--- src/rtl/id_stage.sv ---
// Decode/issue stage: register file, write scoreboard and ex_* pipeline register, 1-cycle latency.
// Stalls (in_ready=0) on flush, busy-operand hazard, or a held instruction execute has not taken.
module id_stage (
   input  logic       clock,
   input  logic       reset,
   input  logic       in_valid,
   output logic       in_ready,
   input  logic [4:0] opcode,
   input  logic [2:0] register_a,
   input  logic [2:0] register_b,
   input  logic [3:0] immidiate_data1,
   input  logic [3:0] immidiate_data2,
   input  logic       mux_select,
   input  logic       flush,
   input  logic       wb_en,
   input  logic [2:0] wb_addr,
   input  logic [7:0] wb_data,
   output logic       ex_valid,
   input  logic       ex_ready,
   output logic [4:0] ex_opcode,
   output logic [2:0] ex_dest,
   output logic [7:0] ex_operand_a,
   output logic [7:0] ex_operand_b,
   output logic       ex_write_en
);

   logic [7:0] regs [8];
   logic [7:0] busy;
   logic [7:0] busy_nxt;
   logic [7:0] wb_mask;
   logic [7:0] eff_busy;
   logic [7:0] rd_a;
   logic [7:0] rd_b;
   logic [7:0] operand_b;
   logic       wb_hit;
   logic       hazard;
   logic       accept;
   logic       writes_dest;

   assign wb_hit      = wb_en && (wb_addr != 3'd0);
   assign wb_mask     = wb_en ? (8'd1 << wb_addr) : 8'd0;
   // A register being written back this cycle is no longer a hazard.
   assign eff_busy    = busy & ~wb_mask;
   assign hazard      = eff_busy[register_a] | (~mux_select & eff_busy[register_b]);
   assign in_ready    = ~flush & ~hazard & (~ex_valid | ex_ready);
   assign accept      = in_valid & in_ready;
   assign writes_dest = (opcode != 5'd0) && !opcode[4];
   assign operand_b   = mux_select ? {immidiate_data1, immidiate_data2} : rd_b;

   always_comb begin
      rd_a = regs[register_a];
      if (register_a == 3'd0)
         rd_a = 8'd0;
      else if (wb_hit && (wb_addr == register_a))
         rd_a = wb_data;
   end

   always_comb begin
      rd_b = regs[register_b];
      if (register_b == 3'd0)
         rd_b = 8'd0;
      else if (wb_hit && (wb_addr == register_b))
         rd_b = wb_data;
   end

   // Issue set beats writeback clear on the same register; flush beats both.
   always_comb begin
      busy_nxt = busy & ~wb_mask;
      if (accept && writes_dest && (register_a != 3'd0))
         busy_nxt[register_a] = 1'b1;
      if (flush)
         busy_nxt = 8'd0;
   end

   always_ff @(posedge clock) begin
      if (reset) begin
         for (int i = 0; i < 8; i++)
            regs[i] <= 8'd0;
         busy         <= 8'd0;
         ex_valid     <= 1'b0;
         ex_opcode    <= 5'd0;
         ex_dest      <= 3'd0;
         ex_operand_a <= 8'd0;
         ex_operand_b <= 8'd0;
         ex_write_en  <= 1'b0;
      end else begin
         if (wb_hit)
            regs[wb_addr] <= wb_data;
         busy <= busy_nxt;
         if (flush)
            ex_valid <= 1'b0;
         else if (accept)
            ex_valid <= 1'b1;
         else if (ex_ready)
            ex_valid <= 1'b0;
         if (accept) begin
            ex_opcode    <= opcode;
            ex_dest      <= register_a;
            ex_operand_a <= rd_a;
            ex_operand_b <= operand_b;
            ex_write_en  <= writes_dest;
         end
      end
   end

endmodule

--- config.mk ---
export PLATFORM = sky130hd
export DESIGN_NAME = id_stage
export DESIGN_NICKNAME = d
export VERILOG_FILES = /design/src/rtl/id_stage.sv
export SDC_FILE = /design/constraint.sdc
export NUM_CORES = 1
export LEC_CHECK = 0
export CORE_MARGIN = 2
export CORE_UTILIZATION = 51
export DETAILED_ROUTE_END_ITERATION = 8
export GPL_ROUTABILITY_DRIVEN = 0
export PLACE_DENSITY = 0.75
export SLEW_MARGIN = 20
export SYNTH_ARGS = -nofsm -noshare
export SYNTH_HDL_FRONTEND = slang
export SYNTH_SLANG_ARGS = --single-unit
--- constraint.sdc ---
create_clock -name clock -period 4.6 [get_ports clock]
set_input_delay 0.92 -clock clock [delete_from_list [all_inputs] [get_ports clock]]
set_output_delay 0.92 -clock clock [all_outputs]
set_load 0.05 [all_outputs]
==> run_results.csv, run 1 <==
group,metric,value,unit
yosys,seq_area_frac_synth,0.478,
placement,numPortBuffers,63,
status,status,"completed",
drt,dr_total_vias,4623,
layout,fin_area,0.00645,mm^2
die,rows,37,
drt,vias_per_cell,6.66,
placement,dpl.cell_count,677,
yosys,synth_top_area_cell,"edfxtp_1",
setup_path,r2r_cells,7,
drt,wl_per_cell,23.1,um
clocking,cts.hold.buffers_added,0,
yosys,synthFlopType,"edfxtp_1",
sta,rsz0062_at_grt,"no",
layout,fillCellCount,840,
sta,fin_tns_setup,0,ns
yosys,synth_top_area_share,0.353,
sta,finalHoldViolations,0,
sta,finalSetupViolations,0,
yosys,yosysWarnings,0,
global_routing,antenna_found_initial,0,
global_routing,grtUsageMet1,0.381,
sta,timing.fmax,0.252,GHz
die,die_w,107,um
yosys,synth-edff-count,64,
yosys,netlist_instances,491,
global_routing,grt_max_degree,33,
layout,layout-drive-gt1-share,0.152,
die,coreArea,0.0103,mm^2
sta,worst_pin_slew,0.752,ns
layout,fin_nets,590,
setup_path,required,3.68,ns
placement,placed_area,0.00625,mm^2
layout,instances_no_fill,694,
run,maxCapViolCount,0,
sta,slew_headroom,0.494,
global_routing,top_usage_layer,"met2",
clocking,h-tree-depth,3,
clocking,clk_path_buf_depth,2,
setup_path,start_kind,"primary input",
clocking,post_cts_buffers,0,
yosys,synth_area,0.00544,mm^2
hold_path,hold_depth,2,
setup_path,worstPathArrival,3.05,ns
layout,fin_util,0.625,
yosys,synth.avg_cell_area,11.1,um^2
setup_path,r2r_start,"busy[0]$_SDFF_PP0_",
hold_path,holdCritStartpoint,"ex_write_en$_SDFFE_PP0P_",
global_routing,gr-total-overflow,0,
setup_path,crit_slowest_cell,"clkdlybuf4s50_1",
drt,drt-pass1-iter-count,5,
setup_path,critical_path_buf_inv_count,3,
drt,drc,0,
clocking,cts_buffers,9,
sta,worst_clock_skew,0.00884,ns
layout,antenna_cells,0,
yosys,synthArstFlopShare,0,
clocking,insertion_delay,0.38,ns
drt,antenna_left,0,
global_routing,grt_pass1_wl,24.9,mm
yosys,synth_cell_type_count,59,
pwr,irDropWorstVdd,196,uV
clocking,cts_resized,0,
global_routing,use_met3,0.0539,
sta,maxSlewViolCount,0,
die,io-pin-count,64,
placement,post-dp-hpwl,11.4,mm
pwr,p_leak,2.30,nW
global_routing,grt_pass1_vias,4459,
setup_path,crit_chain,"clkdlybuf4s50_1 -> or4b_4 -> a32o_1 -> a22oi_4 -> nand4b_4 -> clkinv_1 -> buf_4",
clocking,cts_sinks,98,
hold_path,min_path_type,"reg2reg",
clocking,cts_root_buf,"clkbuf_8",
die,die_y,107,um
setup_path,cp_top_family,"buffers and inverters",
setup_path,max_stage_delay,0.73,ns
clocking,path_clk_slew,0.10,ns
global_routing,met2_usage,0.474,
sta,finalCritPeriodShare,0.864,
clocking,tritoncts,"yes",
yosys,synthTopCellsByArea,"edfxtp_1 35%, dfxtp_1 13%, mux4_2 6.6%",
sta,fin_crit,3.97,ns
setup_path,crit_type,"in2out",
setup_path,cp_max_fo,14,
setup_path,critical_path.endpoint_type,"output port",
layout,area_delta_synth_final,18.7,%
setup_path,cp.depth,7,
pwr,p_per_area,311,mW/mm^2
setup_path,critPathLaunch,"wb_en",
yosys,ys_seq_elements,98,
die,die_area,0.0115,mm^2
die,initial_core_util,0.527,
drt,routed_wl,16.1,mm
drt,drt-initial-drc-count,482,
global_routing,grt_usage,0.288,
==> metal layers <==
| metal | wire length [um] | vias up |
|---|---|---|
| met5 | 0 | - |
| met4 | 520 | 0 |
| met3 | 1320 | 50 |
| met2 | 7900 | 294 |
| met1 | 6310 | 2241 |
| li1 | - | 2038 |
==> Yosys cell counts (9+ instances only) <==
cell,instances
nor3_1,12
nand3_1,16
and2_1,39
clkbuf_1,27
o21ai_0,20
nand2_1,22
a21oi_1,22
dfxtp_1,34
nor2_1,12
edfxtp_1,64
mux2i_1,21
o221ai_1,12
nor4_1,20
a211oi_1,12
mux4_2,16
a22oi_1,9
==> power breakdown <==
group | total (mW) | internal (mW) | leakage (nW) | switching (mW)
combinational | 0.391 | 0.156 | 1.30 | 0.235
clock | 0.592 | 0.257 | 0.0981 | 0.335
sequential | 1.02 | 0.991 | 0.896 | 0.0336
total | 2.01 | 1.40 | 2.30 | 0.603
==> cells by family (layout without fill, tap and decap cells) <==
family,after synthesis,in the layout,synth area share
other cells,1,8,0.000689
buf+inv,53,113,0.0407
xor+xnor,5,5,0.00805
flops,98,98,0.478
compound gates,125,125,0.173
mux,44,44,0.119
simple gates,165,165,0.179
==> metrics by stage <==
stage                     power [mW]  hold slack, ns  setup WS, ns
after floorplan                 1.27           0.459          1.03
after global placement          1.41           0.450         0.702
after detailed placement        1.42           0.474         0.631
after CTS                       2.00           0.488         0.627
after global routing            2.07           0.517         0.538
final                           2.01           0.490         0.627
==> worst reg2reg max path: cells and delay by family, from the launching register on <==
kind,cells,cell delay (ns)
AO/OA/AOI/OAI,3,0.72
AND/OR/NAND/NOR,3,0.85
flip-flops,1,0.33
buffers and inverters,1,0.21
==> layout by cell type, fill, tap and decap left out, drive strengths merged, types with 20 or more instances in the layout <==
| cell type | synthesis | layout |
|---|---|---|
| nor4 | 20 | 20 |
| nand2 | 22 | 22 |
| mux2i | 21 | 21 |
| clkdlybuf4s50 | 0 | 61 |
| o21ai | 20 | 20 |
| a21oi | 22 | 22 |
| edfxtp | 64 | 64 |
| dfxtp | 34 | 34 |
| buf | 16 | 26 |
| and2 | 39 | 39 |
==> area by class of cell <==
cell class	instances	area (um^2)	area share
Multi-Input combinational cell	347	2640	0.409
Timing Repair Buffer	87	803	0.124
Clock inverter	7	76.3	0.0118
Sequential cell	98	2600	0.403
Inverter	10	37.5	0.00582
Clock buffer	9	124	0.0192
Tap cell	136	170	0.0264
==> path summary, 6_finish.rpt <==
check / endpoint / slack (ns)
worst max-delay path: in_ready / 0.63
worst max register to register: busy[5]$_SDFF_PP0_ / 2.41
worst min-delay path: ex_write_en$_SDFFE_PP0P_ / 0.49
worst min register to register: ex_write_en$_SDFFE_PP0P_ / 0.49
==> sequential cells by signal (all words and copies together), names as in the netlist <==
| name | count |
|---|---|
| ex_write_en | 1 |
| busy | 8 |
| regs | 64 |
| ex_operand_a | 8 |
| ex_operand_b | 8 |
| ex_dest | 3 |
| ex_opcode | 5 |
| ex_valid | 1 |
No activity file was read; power rests on OpenSTA's default activity.
==> inputs of run 2 (changes only) <==
--- a/config.mk
+++ b/config.mk
@@ -10,6 +10,7 @@
 export DETAILED_ROUTE_END_ITERATION = 8
 export GPL_ROUTABILITY_DRIVEN = 0
 export PLACE_DENSITY = 0.75
+export SETUP_SLACK_MARGIN = 0.3
 export SLEW_MARGIN = 20
 export SYNTH_ARGS = -nofsm -noshare
 export SYNTH_HDL_FRONTEND = slang
==> results of run 2 <==
Final layout, timing and power as in run 1 (identical DEF).
